**config.mk**
```make
export PLATFORM = sky130hd
export DESIGN_NAME = tmon_op_arbiter
export DESIGN_NICKNAME = d
export VERILOG_FILES = /design/src/rtl/tmon_op_arbiter.sv
export SDC_FILE = /design/constraint.sdc
export NUM_CORES = 1
export LEC_CHECK = 0
export CAP_MARGIN = 20
export CORE_MARGIN = 2
export CORE_UTILIZATION = 44
export CTS_CLUSTER_DIAMETER = 100
export DETAILED_ROUTE_END_ITERATION = 8
export PLACE_DENSITY = 0.81
export SETUP_SLACK_MARGIN = 0.3
export SLEW_MARGIN = 20
export SYNTH_ARGS = -nofsm -noshare
export SYNTH_HDL_FRONTEND = slang
export SYNTH_SLANG_ARGS = --single-unit
```
**constraint.sdc**
```tcl
create_clock -name clk -period 2.3 [get_ports clk]
set_clock_uncertainty 0.15 [all_clocks]
set_input_delay 0.23 -clock clk [delete_from_list [all_inputs] [get_ports clk]]
set_output_delay 0.23 -clock clk [all_outputs]
set_load 0.02 [all_outputs]
```
**src/rtl/tmon_op_arbiter.sv**
```systemverilog
// tmon_op_arbiter: round-robin sharing of the single tmon opcode channel among NREQ masters,
// one op in flight, with a mon_ready timeout and per-requester done/err pulses.
module tmon_op_arbiter #(
    parameter int  NREQ    = 4,
    parameter type DTYPE   = logic [7:0],
    parameter int  TIMEOUT = 16,
    parameter int  OPW     = 4
) (
    input  logic                      clk,
    input  logic                      reset,
    input  logic [NREQ-1:0]           req,
    input  logic [NREQ-1:0][OPW-1:0]  req_op,
    input  DTYPE [NREQ-1:0]           req_opnd,
    output logic [NREQ-1:0]           gnt,
    output logic [NREQ-1:0]           done,
    output logic [NREQ-1:0]           err,
    output logic [OPW-1:0]            mon_op,
    output DTYPE                      mon_opnd,
    output logic                      mon_valid,
    input  logic                      mon_ready,
    output logic                      busy
);
    localparam int IW = $clog2(NREQ);
    localparam int CW = $clog2(TIMEOUT + 1);
    localparam logic [OPW-1:0] NOOP = '0;
    localparam logic [1:0] IDLE = 2'd0, ISSUE = 2'd1, RESP = 2'd2;

    logic [1:0]    state;
    logic [IW-1:0] ptr, cur, pick;
    logic [CW-1:0] cnt;

    function automatic logic [IW-1:0] wrap(input int v);
        return IW'(v % NREQ);
    endfunction

    // descending scan so the nearest requester at or after ptr wins
    always_comb begin
        pick = ptr;
        for (int k = NREQ - 1; k >= 0; k--)
            pick = req[wrap(int'(ptr) + k)] ? wrap(int'(ptr) + k) : pick;
    end

    assign busy = state != IDLE;

    always_ff @(posedge clk or negedge reset) begin
        if (!reset) begin
            state     <= IDLE;
            gnt       <= '0;
            done      <= '0;
            err       <= '0;
            mon_valid <= 1'b0;
            mon_op    <= NOOP;
            mon_opnd  <= '0;
            ptr       <= '0;
            cur       <= '0;
            cnt       <= '0;
        end else begin
            case (state)
                IDLE: if (|req) begin
                    gnt      <= NREQ'(1) << pick;
                    cur      <= pick;
                    mon_op   <= req_op[pick];
                    mon_opnd <= req_opnd[pick];
                    if (req_op[pick] == NOOP) begin
                        done[pick] <= 1'b1;
                        state      <= RESP;
                    end else begin
                        mon_valid <= 1'b1;
                        state     <= ISSUE;
                    end
                end
                ISSUE: if (mon_ready) begin
                    mon_valid <= 1'b0;
                    mon_op    <= NOOP;
                    done[cur] <= 1'b1;
                    state     <= RESP;
                end else if (cnt == CW'(TIMEOUT - 1)) begin
                    mon_valid <= 1'b0;
                    err[cur]  <= 1'b1;
                    state     <= RESP;
                end else begin
                    cnt <= cnt + 1'b1;
                end
                default: begin
                    gnt   <= '0;
                    done  <= '0;
                    err   <= '0;
                    cnt   <= '0;
                    ptr   <= wrap(int'(cur) + 1);
                    state <= IDLE;
                end
            endcase
        end
    end
endmodule
```
==> flow_results.xml, run 1 <==
<?xml version="1.0" encoding="UTF-8"?>
<metrics>
  <group name="power">
    <metric name="power.density_cell_area" unit="mW/mm^2">1210</metric>
    <metric name="leakagePower" unit="uW">0.00146</metric>
    <metric name="peakVddDrop" unit="mV">0.732</metric>
  </group>
  <group name="floorplan">
    <metric name="die_height" unit="microns">72.2</metric>
    <metric name="row_count" unit="">24</metric>
    <metric name="die_width" unit="microns">72.2</metric>
    <metric name="die_area" unit="sq mm">0.00521</metric>
    <metric name="initial_utilization" unit="%">46.3</metric>
    <metric name="ioPinCount" unit="">81</metric>
    <metric name="fp.coreArea" unit="sq mm">0.00441</metric>
  </group>
  <group name="synth">
    <metric name="postSynthAreaPerCell" unit="sq um">8.28</metric>
    <metric name="synth-edff-count" unit="">0</metric>
    <metric name="synthDominantCellAreaShare" unit="%">44.1</metric>
    <metric name="postSynthCellCount" unit="">247</metric>
    <metric name="synth_top_family_by_area" unit="">simple AND/OR/NAND/NOR gates</metric>
    <metric name="post_synth_instance_area" unit="sq mm">0.00204</metric>
    <metric name="synth_commonest_cells" unit="">sky130_fd_sc_hd__nand2_1 (70), sky130_fd_sc_hd__dfrtp_1 (36), sky130_fd_sc_hd__o21ai_0 (27)</metric>
    <metric name="synth_compound_area_share" unit="%">20.9</metric>
    <metric name="post-synth-top-area-cell" unit="">sky130_fd_sc_hd__dfrtp_1</metric>
    <metric name="post_synth_xor_area_fraction" unit="%">1.29</metric>
    <metric name="yosysWarningCount" unit="">0</metric>
    <metric name="asyncSetResetFlopFracSynth" unit="%">100</metric>
    <metric name="synth.mux.area_fraction" unit="%">1.04</metric>
    <metric name="synthMostInstantiatedCell" unit="">sky130_fd_sc_hd__nand2_1</metric>
    <metric name="synth_simple_gate_area_share" unit="%">24.1</metric>
    <metric name="ys_top_cells_by_area" unit="">sky130_fd_sc_hd__dfrtp_1 (44%), sky130_fd_sc_hd__nand2_1 (13%), sky130_fd_sc_hd__o21ai_0 (6.6%), sky130_fd_sc_hd__ha_1 (3.7%), sky130_fd_sc_hd__nand3_1 (3.4%)</metric>
    <metric name="yosys_register_bits" unit="">36</metric>
    <metric name="yosysUniqueCellTypes" unit="">40</metric>
    <metric name="postSynth.topFlopCell" unit="">sky130_fd_sc_hd__dfrtp_1</metric>
    <metric name="synth_seq_area_share" unit="%">44.1</metric>
    <metric name="post_synth_fa_ha_maj_area_fraction" unit="%">3.67</metric>
    <metric name="post_syn_nets" unit="">308</metric>
  </group>
  <group name="clock_network">
    <metric name="clock_pin_slew_on_the_worst_setup_and_hold_paths" unit="ps">70</metric>
    <metric name="clkSinkCount" unit="">36</metric>
    <metric name="ctsRootBufferMaster" unit="">sky130_fd_sc_hd__clkbuf_8</metric>
    <metric name="h_tree_levels" unit="">2</metric>
    <metric name="tritoncts.num_buffers" unit="">5</metric>
    <metric name="clock_tree_from_tritoncts" unit="">built</metric>
    <metric name="cts_buffer_depth" unit="">2</metric>
    <metric name="clk_latency_worst_skew_pair" unit="ps">290</metric>
  </group>
  <group name="global_routing">
    <metric name="grt_max_degree" unit="">37</metric>
    <metric name="global_route_wire_length_before_repair" unit="microns">10000</metric>
    <metric name="overflow" unit="">0</metric>
    <metric name="initial_antenna_violation_count" unit="">0</metric>
    <metric name="global_route.usage.total" unit="%">24.9</metric>
    <metric name="vias_in_the_first_global_route" unit="">2105</metric>
  </group>
  <group name="critical_path">
    <metric name="r2r_setup_slack" unit="ps">90</metric>
    <metric name="timing.setup.critical_path_class" unit="">flop to flop</metric>
    <metric name="path_cells" unit="">nor3_4, a2111oi_4, buf_4, or2_2, nand2_1, a32o_2, nand4_4, a211oi_1</metric>
    <metric name="critical_path.max_fanout" unit="">7</metric>
    <metric name="cp_delay_by_family_top" unit="">simple AND/OR/NAND/NOR gates</metric>
    <metric name="slowest_delay" unit="ps">420</metric>
    <metric name="worst_r2r_path_depth" unit="">8</metric>
    <metric name="timing.critical_path.arrival" unit="ps">2260</metric>
    <metric name="critical_path_buf_inv_count" unit="">1</metric>
    <metric name="rr_startpoint" unit="">ptr[1]</metric>
    <metric name="endpoint_of_the_worst_slack_reg_to_reg_timing_path" unit="">state[1]</metric>
    <metric name="critPathSlowestCell" unit="">sky130_fd_sc_hd__dfrtp_1</metric>
    <metric name="startpoint_type" unit="">flop</metric>
    <metric name="critical_path_required" unit="ps">2350</metric>
    <metric name="nature_of_the_critical_path_endpoint" unit="">flop</metric>
  </group>
  <group name="routing">
    <metric name="drcViolationCount" unit="">0</metric>
    <metric name="vias" unit="">2124</metric>
    <metric name="postRouteWirelength" unit="microns">6210</metric>
    <metric name="initialDrtViolationCount" unit="">79</metric>
    <metric name="antenna_left" unit="">0</metric>
    <metric name="wl_per_cell" unit="microns">15.5</metric>
    <metric name="drt-pass1-iter-count" unit="">4</metric>
    <metric name="vias_per_cell" unit="">5.30</metric>
  </group>
  <group name="placed_design">
    <metric name="gpl.final_weighted_congestion" unit="">0.878</metric>
    <metric name="hpwl" unit="microns">4380</metric>
    <metric name="detailed_place.area" unit="sq mm">0.00300</metric>
    <metric name="numPortBuffers" unit="">80</metric>
  </group>
  <group name="finish">
    <metric name="multi_input_area" unit="sq mm">0.00113</metric>
    <metric name="finalNetCount" unit="">409</metric>
    <metric name="layout-drive-gt1-share" unit="%">15.8</metric>
    <metric name="finalCoreUtilization" unit="%">73.3</metric>
    <metric name="register_cell_area_after_layout" unit="sq um">902</metric>
    <metric name="antennaDiodeCount" unit="">0</metric>
    <metric name="synth_to_layout_area_growth" unit="%">58.3</metric>
    <metric name="nFillCells" unit="">324</metric>
    <metric name="final_area" unit="sq mm">0.00324</metric>
  </group>
  <group name="job">
    <metric name="max-cap-violations" unit="">0</metric>
  </group>
  <group name="worst_hold_path">
    <metric name="timing.hold.worst_endpoint" unit="">mon_opnd[5]</metric>
    <metric name="cell_depth_of_the_worst_min_delay_path" unit="">2</metric>
    <metric name="min-delay-path-class" unit="">flop to flop</metric>
    <metric name="timing.hold.worst.start" unit="">mon_opnd[5]</metric>
  </group>
  <group name="timing">
    <metric name="finalCritPeriodShare" unit="%">96.1</metric>
    <metric name="rsz_0062_raised_after_global_routing" unit="">true</metric>
    <metric name="setup_tns" unit="ps">0</metric>
    <metric name="worst_slew_pin_slew" unit="ps">789</metric>
    <metric name="timing.final.hold_violations" unit="">0</metric>
    <metric name="final_setup_viols" unit="">0</metric>
    <metric name="maxSlewHeadroom" unit="%">47.4</metric>
    <metric name="slew_violations" unit="">0</metric>
    <metric name="final_period_minus_worst_setup_slack" unit="ps">2210</metric>
    <metric name="clock.fmax" unit="MHz">452</metric>
  </group>
  <group name="outcome">
    <metric name="outcome" unit="">complete, no violations</metric>
  </group>
</metrics>
[layout by cell type (no fill, tap or decap), types with 3 or more instances in the layout]
cell type,netlist,layout
sky130_fd_sc_hd__dfrtp_1,36,35
sky130_fd_sc_hd__inv_1,9,9
sky130_fd_sc_hd__clkbuf_8,0,6
sky130_fd_sc_hd__o22ai_1,4,4
sky130_fd_sc_hd__nor2_1,17,16
sky130_fd_sc_hd__a22o_1,4,4
sky130_fd_sc_hd__ha_1,6,6
sky130_fd_sc_hd__dlygate4sd2_1,0,3
sky130_fd_sc_hd__a31oi_1,4,4
sky130_fd_sc_hd__nand2_1,70,70
sky130_fd_sc_hd__clkdlybuf4s50_1,0,75
sky130_fd_sc_hd__o21ai_0,27,26
sky130_fd_sc_hd__nand3_1,14,14
sky130_fd_sc_hd__a32o_2,3,4
sky130_fd_sc_hd__buf_4,0,20
sky130_fd_sc_hd__a21oi_1,10,10
[report_power, final]
group          switching [uW]  internal, uW
Clock                     220           239
Combinational            1270          1100
Sequential                197           886
Total                    1690          2220
[flip-flops by register name, indices dropped and copies added (netlist names)]
name,cells
gnt,4
mon_opnd,8
done,4
err,4
state,2
mon_op,4
ptr,2
cnt,5
cur,2
mon_valid,1
[cell families after synthesis]
family          Yosys count
flops                    36
fa+ha+maj                 6
mux                       2
buf+inv                  23
simple gates            113
compound gates           64
xor+xnor                  3
[worst max-delay path by stage]
stage,start,end,slack (ps),cells after the start
final,ptr[1],state[1],90,8
after global placement,req[3],done[1],-160,9
after floorplan,ptr[1],done[1],270,8
after detailed placement,req[3],done[1],-210,9
after CTS,ptr[1],done[1],170,9
after global routing,ptr[1],done[1],-3,8
[stage by stage]
stage,total power (uW),hold WS [ps],worst slack [ps],instances
finish,3910,328,89.0,401
global route,4210,377,-2.67,401
CTS,3840,334,172,399
detailed placement,3220,205,-213,385
global placement,3180,209,-156,385
floorplan,2330,-216,274,247
[worst register-to-register path: stages, from the launching register on]
cell	delay [ps]
sky130_fd_sc_hd__dfrtp_1	420
sky130_fd_sc_hd__nor3_4	240
sky130_fd_sc_hd__a2111oi_4	60
sky130_fd_sc_hd__buf_4	160
sky130_fd_sc_hd__or2_2	340
sky130_fd_sc_hd__nand2_1	90
sky130_fd_sc_hd__a32o_2	170
sky130_fd_sc_hd__nand4_4	200
sky130_fd_sc_hd__a211oi_1	280
[routing by layer]
layer | share of wire (%) | global-route usage, %
met2 | 49 | 41.8
met5 | 0 | 0
met4 | 2.3 | 9.43
met3 | 6.7 | 5.83
met1 | 42 | 31.1
[repair_timing]
| action | in CTS | in global routing |
|---|---|---|
| endpoints found under the hold margin | 36 | 0 |
| endpoints found under the setup margin | 22 | 28 |
| gates cloned | 2 | 0 |
| resized for setup | 16 | 6 |
| hold buffers | 1 | 0 |
| pin swaps | 10 | 3 |
| buffers inserted | 3 | 2 |
[final cells by class]
type	instances	share of cell area (%)
clock buffers	6	2.55
clock inverters	2	0.309
inverters	10	1.16
multi-input cells	190	34.8
flip-flops and latches	36	27.9
well taps	52	2.01
repair buffers	105	31.3
Note: power is estimated with default switching activity, not from simulation.
==> inputs of run 2 (changes only) <==
Settings changed: PLACE_DENSITY 0.81 to 0.91.
==> run 2 against run 1 <==
Critical path depth rose by 1. Largest cell class unchanged. Clock power is 23% higher. Worst hold slack got worse by 130 ps. Flip-flop and latch count unchanged. Die area is the same. Final cell count down 0.75%. First-iteration DRC count is 86% higher. Critical endpoint is now done[1].
==> flow_results.xml, run 2 (synthesized netlist as in run 1, its figures left out) <==
<?xml version="1.0" encoding="UTF-8"?>
<metrics>
  <group name="outcome">
    <metric name="outcome" unit="">complete, no violations</metric>
  </group>
  <group name="worst_hold_path">
    <metric name="min-delay-path-class" unit="">input pin to async pin</metric>
  </group>
  <group name="timing">
    <metric name="final_period_minus_worst_setup_slack" unit="ps">2220</metric>
    <metric name="rsz_0062_raised_after_global_routing" unit="">true</metric>
    <metric name="clock.fmax" unit="MHz">451</metric>
    <metric name="setup_tns" unit="ps">0</metric>
    <metric name="finalCritPeriodShare" unit="%">96.4</metric>
    <metric name="slew_violations" unit="">0</metric>
    <metric name="timing.final.hold_violations" unit="">0</metric>
    <metric name="final_setup_viols" unit="">0</metric>
    <metric name="worst_slew_pin_slew" unit="ps">518</metric>
    <metric name="final.setup.worst_slack" unit="ps">81.7</metric>
    <metric name="maxSlewHeadroom" unit="%">65.4</metric>
  </group>
  <group name="routing">
    <metric name="initialDrtViolationCount" unit="">147</metric>
    <metric name="wl_per_cell" unit="microns">15.5</metric>
    <metric name="vias_per_cell" unit="">5.51</metric>
    <metric name="vias" unit="">2192</metric>
    <metric name="antenna_left" unit="">0</metric>
    <metric name="drt-pass1-iter-count" unit="">4</metric>
    <metric name="drcViolationCount" unit="">0</metric>
    <metric name="postRouteWirelength" unit="microns">6150</metric>
  </group>
  <group name="global_routing">
    <metric name="global_route.usage.total" unit="%">24.3</metric>
    <metric name="grt_max_degree" unit="">37</metric>
    <metric name="vias_in_the_first_global_route" unit="">2215</metric>
    <metric name="global_route_wire_length_before_repair" unit="microns">9920</metric>
    <metric name="overflow" unit="">0</metric>
    <metric name="initial_antenna_violation_count" unit="">0</metric>
  </group>
  <group name="clock_network">
    <metric name="ctsRootBufferMaster" unit="">sky130_fd_sc_hd__clkbuf_8</metric>
    <metric name="clkSinkCount" unit="">36</metric>
    <metric name="tritoncts.num_buffers" unit="">5</metric>
    <metric name="cts_buffer_depth" unit="">2</metric>
    <metric name="clock_pin_slew_on_the_worst_setup_and_hold_paths" unit="ps">70</metric>
    <metric name="h_tree_levels" unit="">2</metric>
    <metric name="clk_latency_worst_skew_pair" unit="ps">300</metric>
    <metric name="clock_tree_from_tritoncts" unit="">built</metric>
  </group>
  <group name="finish">
    <metric name="synth_to_layout_area_growth" unit="%">56.8</metric>
    <metric name="antennaDiodeCount" unit="">0</metric>
    <metric name="finalCoreUtilization" unit="%">72.6</metric>
    <metric name="reg.largest.list" unit="">mon_opnd x8, cnt x5</metric>
    <metric name="layout-drive-gt1-share" unit="%">15.0</metric>
    <metric name="most-common-layout-cells" unit="">sky130_fd_sc_hd__clkdlybuf4s50_1 (78), sky130_fd_sc_hd__nand2_1 (70), sky130_fd_sc_hd__dfrtp_1 (36)</metric>
    <metric name="finalNetCount" unit="">406</metric>
    <metric name="most_frequent_standard_cell_in_the_layout_excluding_fill_and_tap_cells" unit="">sky130_fd_sc_hd__clkdlybuf4s50_1</metric>
    <metric name="max_ffs_per_register" unit="">8</metric>
    <metric name="registers.top_by_ff_count" unit="">mon_opnd</metric>
  </group>
  <group name="floorplan">
    <metric name="die_height" unit="microns">72.2</metric>
    <metric name="ioPinCount" unit="">81</metric>
    <metric name="initial_utilization" unit="%">46.3</metric>
    <metric name="row_count" unit="">24</metric>
    <metric name="die_area" unit="sq mm">0.00521</metric>
    <metric name="fp.coreArea" unit="sq mm">0.00441</metric>
    <metric name="die_width" unit="microns">72.2</metric>
  </group>
  <group name="critical_path">
    <metric name="startpoint_type" unit="">input pin</metric>
    <metric name="nature_of_the_critical_path_endpoint" unit="">flop</metric>
    <metric name="timing.critical_path.arrival" unit="ps">2270</metric>
    <metric name="timing.setup.critical_path_class" unit="">input pin to flop</metric>
    <metric name="critical_path_required" unit="ps">2350</metric>
    <metric name="critical_path.max_fanout" unit="">7</metric>
  </group>
  <group name="power">
    <metric name="peakVddDrop" unit="mV">0.578</metric>
    <metric name="leakagePower" unit="uW">0.00144</metric>
    <metric name="power.density_cell_area" unit="mW/mm^2">1230</metric>
    <metric name="totalPowerFinal" unit="uW">3950</metric>
  </group>
  <group name="placed_design">
    <metric name="hpwl" unit="microns">4620</metric>
    <metric name="dpl_worst_slack" unit="ps">-298</metric>
    <metric name="numPortBuffers" unit="">80</metric>
    <metric name="gpl.final_weighted_congestion" unit="">0.868</metric>
  </group>
  <group name="job">
    <metric name="max-cap-violations" unit="">0</metric>
  </group>
</metrics>
## run 2: cell types whose count changed in the layout (fill, tap and decap cells not counted), sizes merged
cell,previous run,this run
clkbuf,6,5
or2,2,1
dlygate4sd3,1,0
clkinv,3,2
clkinvlp,0,1
buf,25,23
clkdlybuf4s50,75,78
dlygate4sd2,3,1
bufinv,0,1
## run 2: where the power goes
group	switching, uW	internal [uW]	leakage (uW)
logic	1270	1060	0.000929
clock network	244	321	0.0000541
registers	171	884	0.000459
## run 2: final cells by class
| class | instances | area [sq um] |
|---|---|---|
| clock buffers | 5 | 68.8 |
| inverters | 10 | 37.5 |
| clock inverters | 3 | 42.5 |
| fillers | 329 | 1210 |
| multi-input cells | 189 | 1100 |
| well taps | 52 | 65.1 |
| repair buffers | 103 | 991 |
| flip-flops and latches | 36 | 901 |
## run 2: worst max-delay path, stage by stage
cell and delay, ps:
sky130_fd_sc_hd__clkdlybuf4s50_1 410, sky130_fd_sc_hd__buf_4 160, sky130_fd_sc_hd__a2111oi_4 360, sky130_fd_sc_hd__buf_4 190, sky130_fd_sc_hd__nor2_4 60, sky130_fd_sc_hd__a21oi_1 180, sky130_fd_sc_hd__a32o_2 200, sky130_fd_sc_hd__nand4_4 170
sky130_fd_sc_hd__o32ai_2 310
## run 2: path summary, 6_finish.rpt
| check | slack (ps) | end | startpoint | cells past startpoint |
|---|---|---|---|---|
| setup reg to reg | 90 | done[1] | ptr[1] | 8 |
| hold reg to reg | 330 | mon_opnd[3] | mon_opnd[3] | 2 |
| max in group asynchronous | 1490 | cur[1] | reset | 2 |
| hold / removal | 200 | mon_opnd[3] | reset | 2 |
| setup / recovery | 80 | done[1] | req[0] | 9 |
| min in group clk | 330 | mon_opnd[3] | mon_opnd[3] | 2 |
## run 2: routing by layer
layer,vias to the layer above,routed length [microns],track usage [%]
met2,79,3180,41.7
met4,0,120,9.43
met1,1048,2470,29.2
li1,1053,-,-
met3,12,383,6.39
met5,-,0,0
## run 2: stage by stage
stage | cell area (sq um) | hold WS (ps) | std cells
floorplan | 2050 | -216 | 247
global placement | 3010 | 310 | 385
detailed placement | 3010 | 320 | 385
CTS | 3150 | 216 | 394
global route | 3210 | 233 | 398
finish | 3210 | 195 | 398
## run 2: what timing repair did
item | CTS | global route
resized for setup | 8 | 11
hold buffers | 0 | 0
pin swaps | 5 | 4
setup endpoints to repair | 19 | 25
setup buffers | 1 | 3
gates cloned | 0 | 1
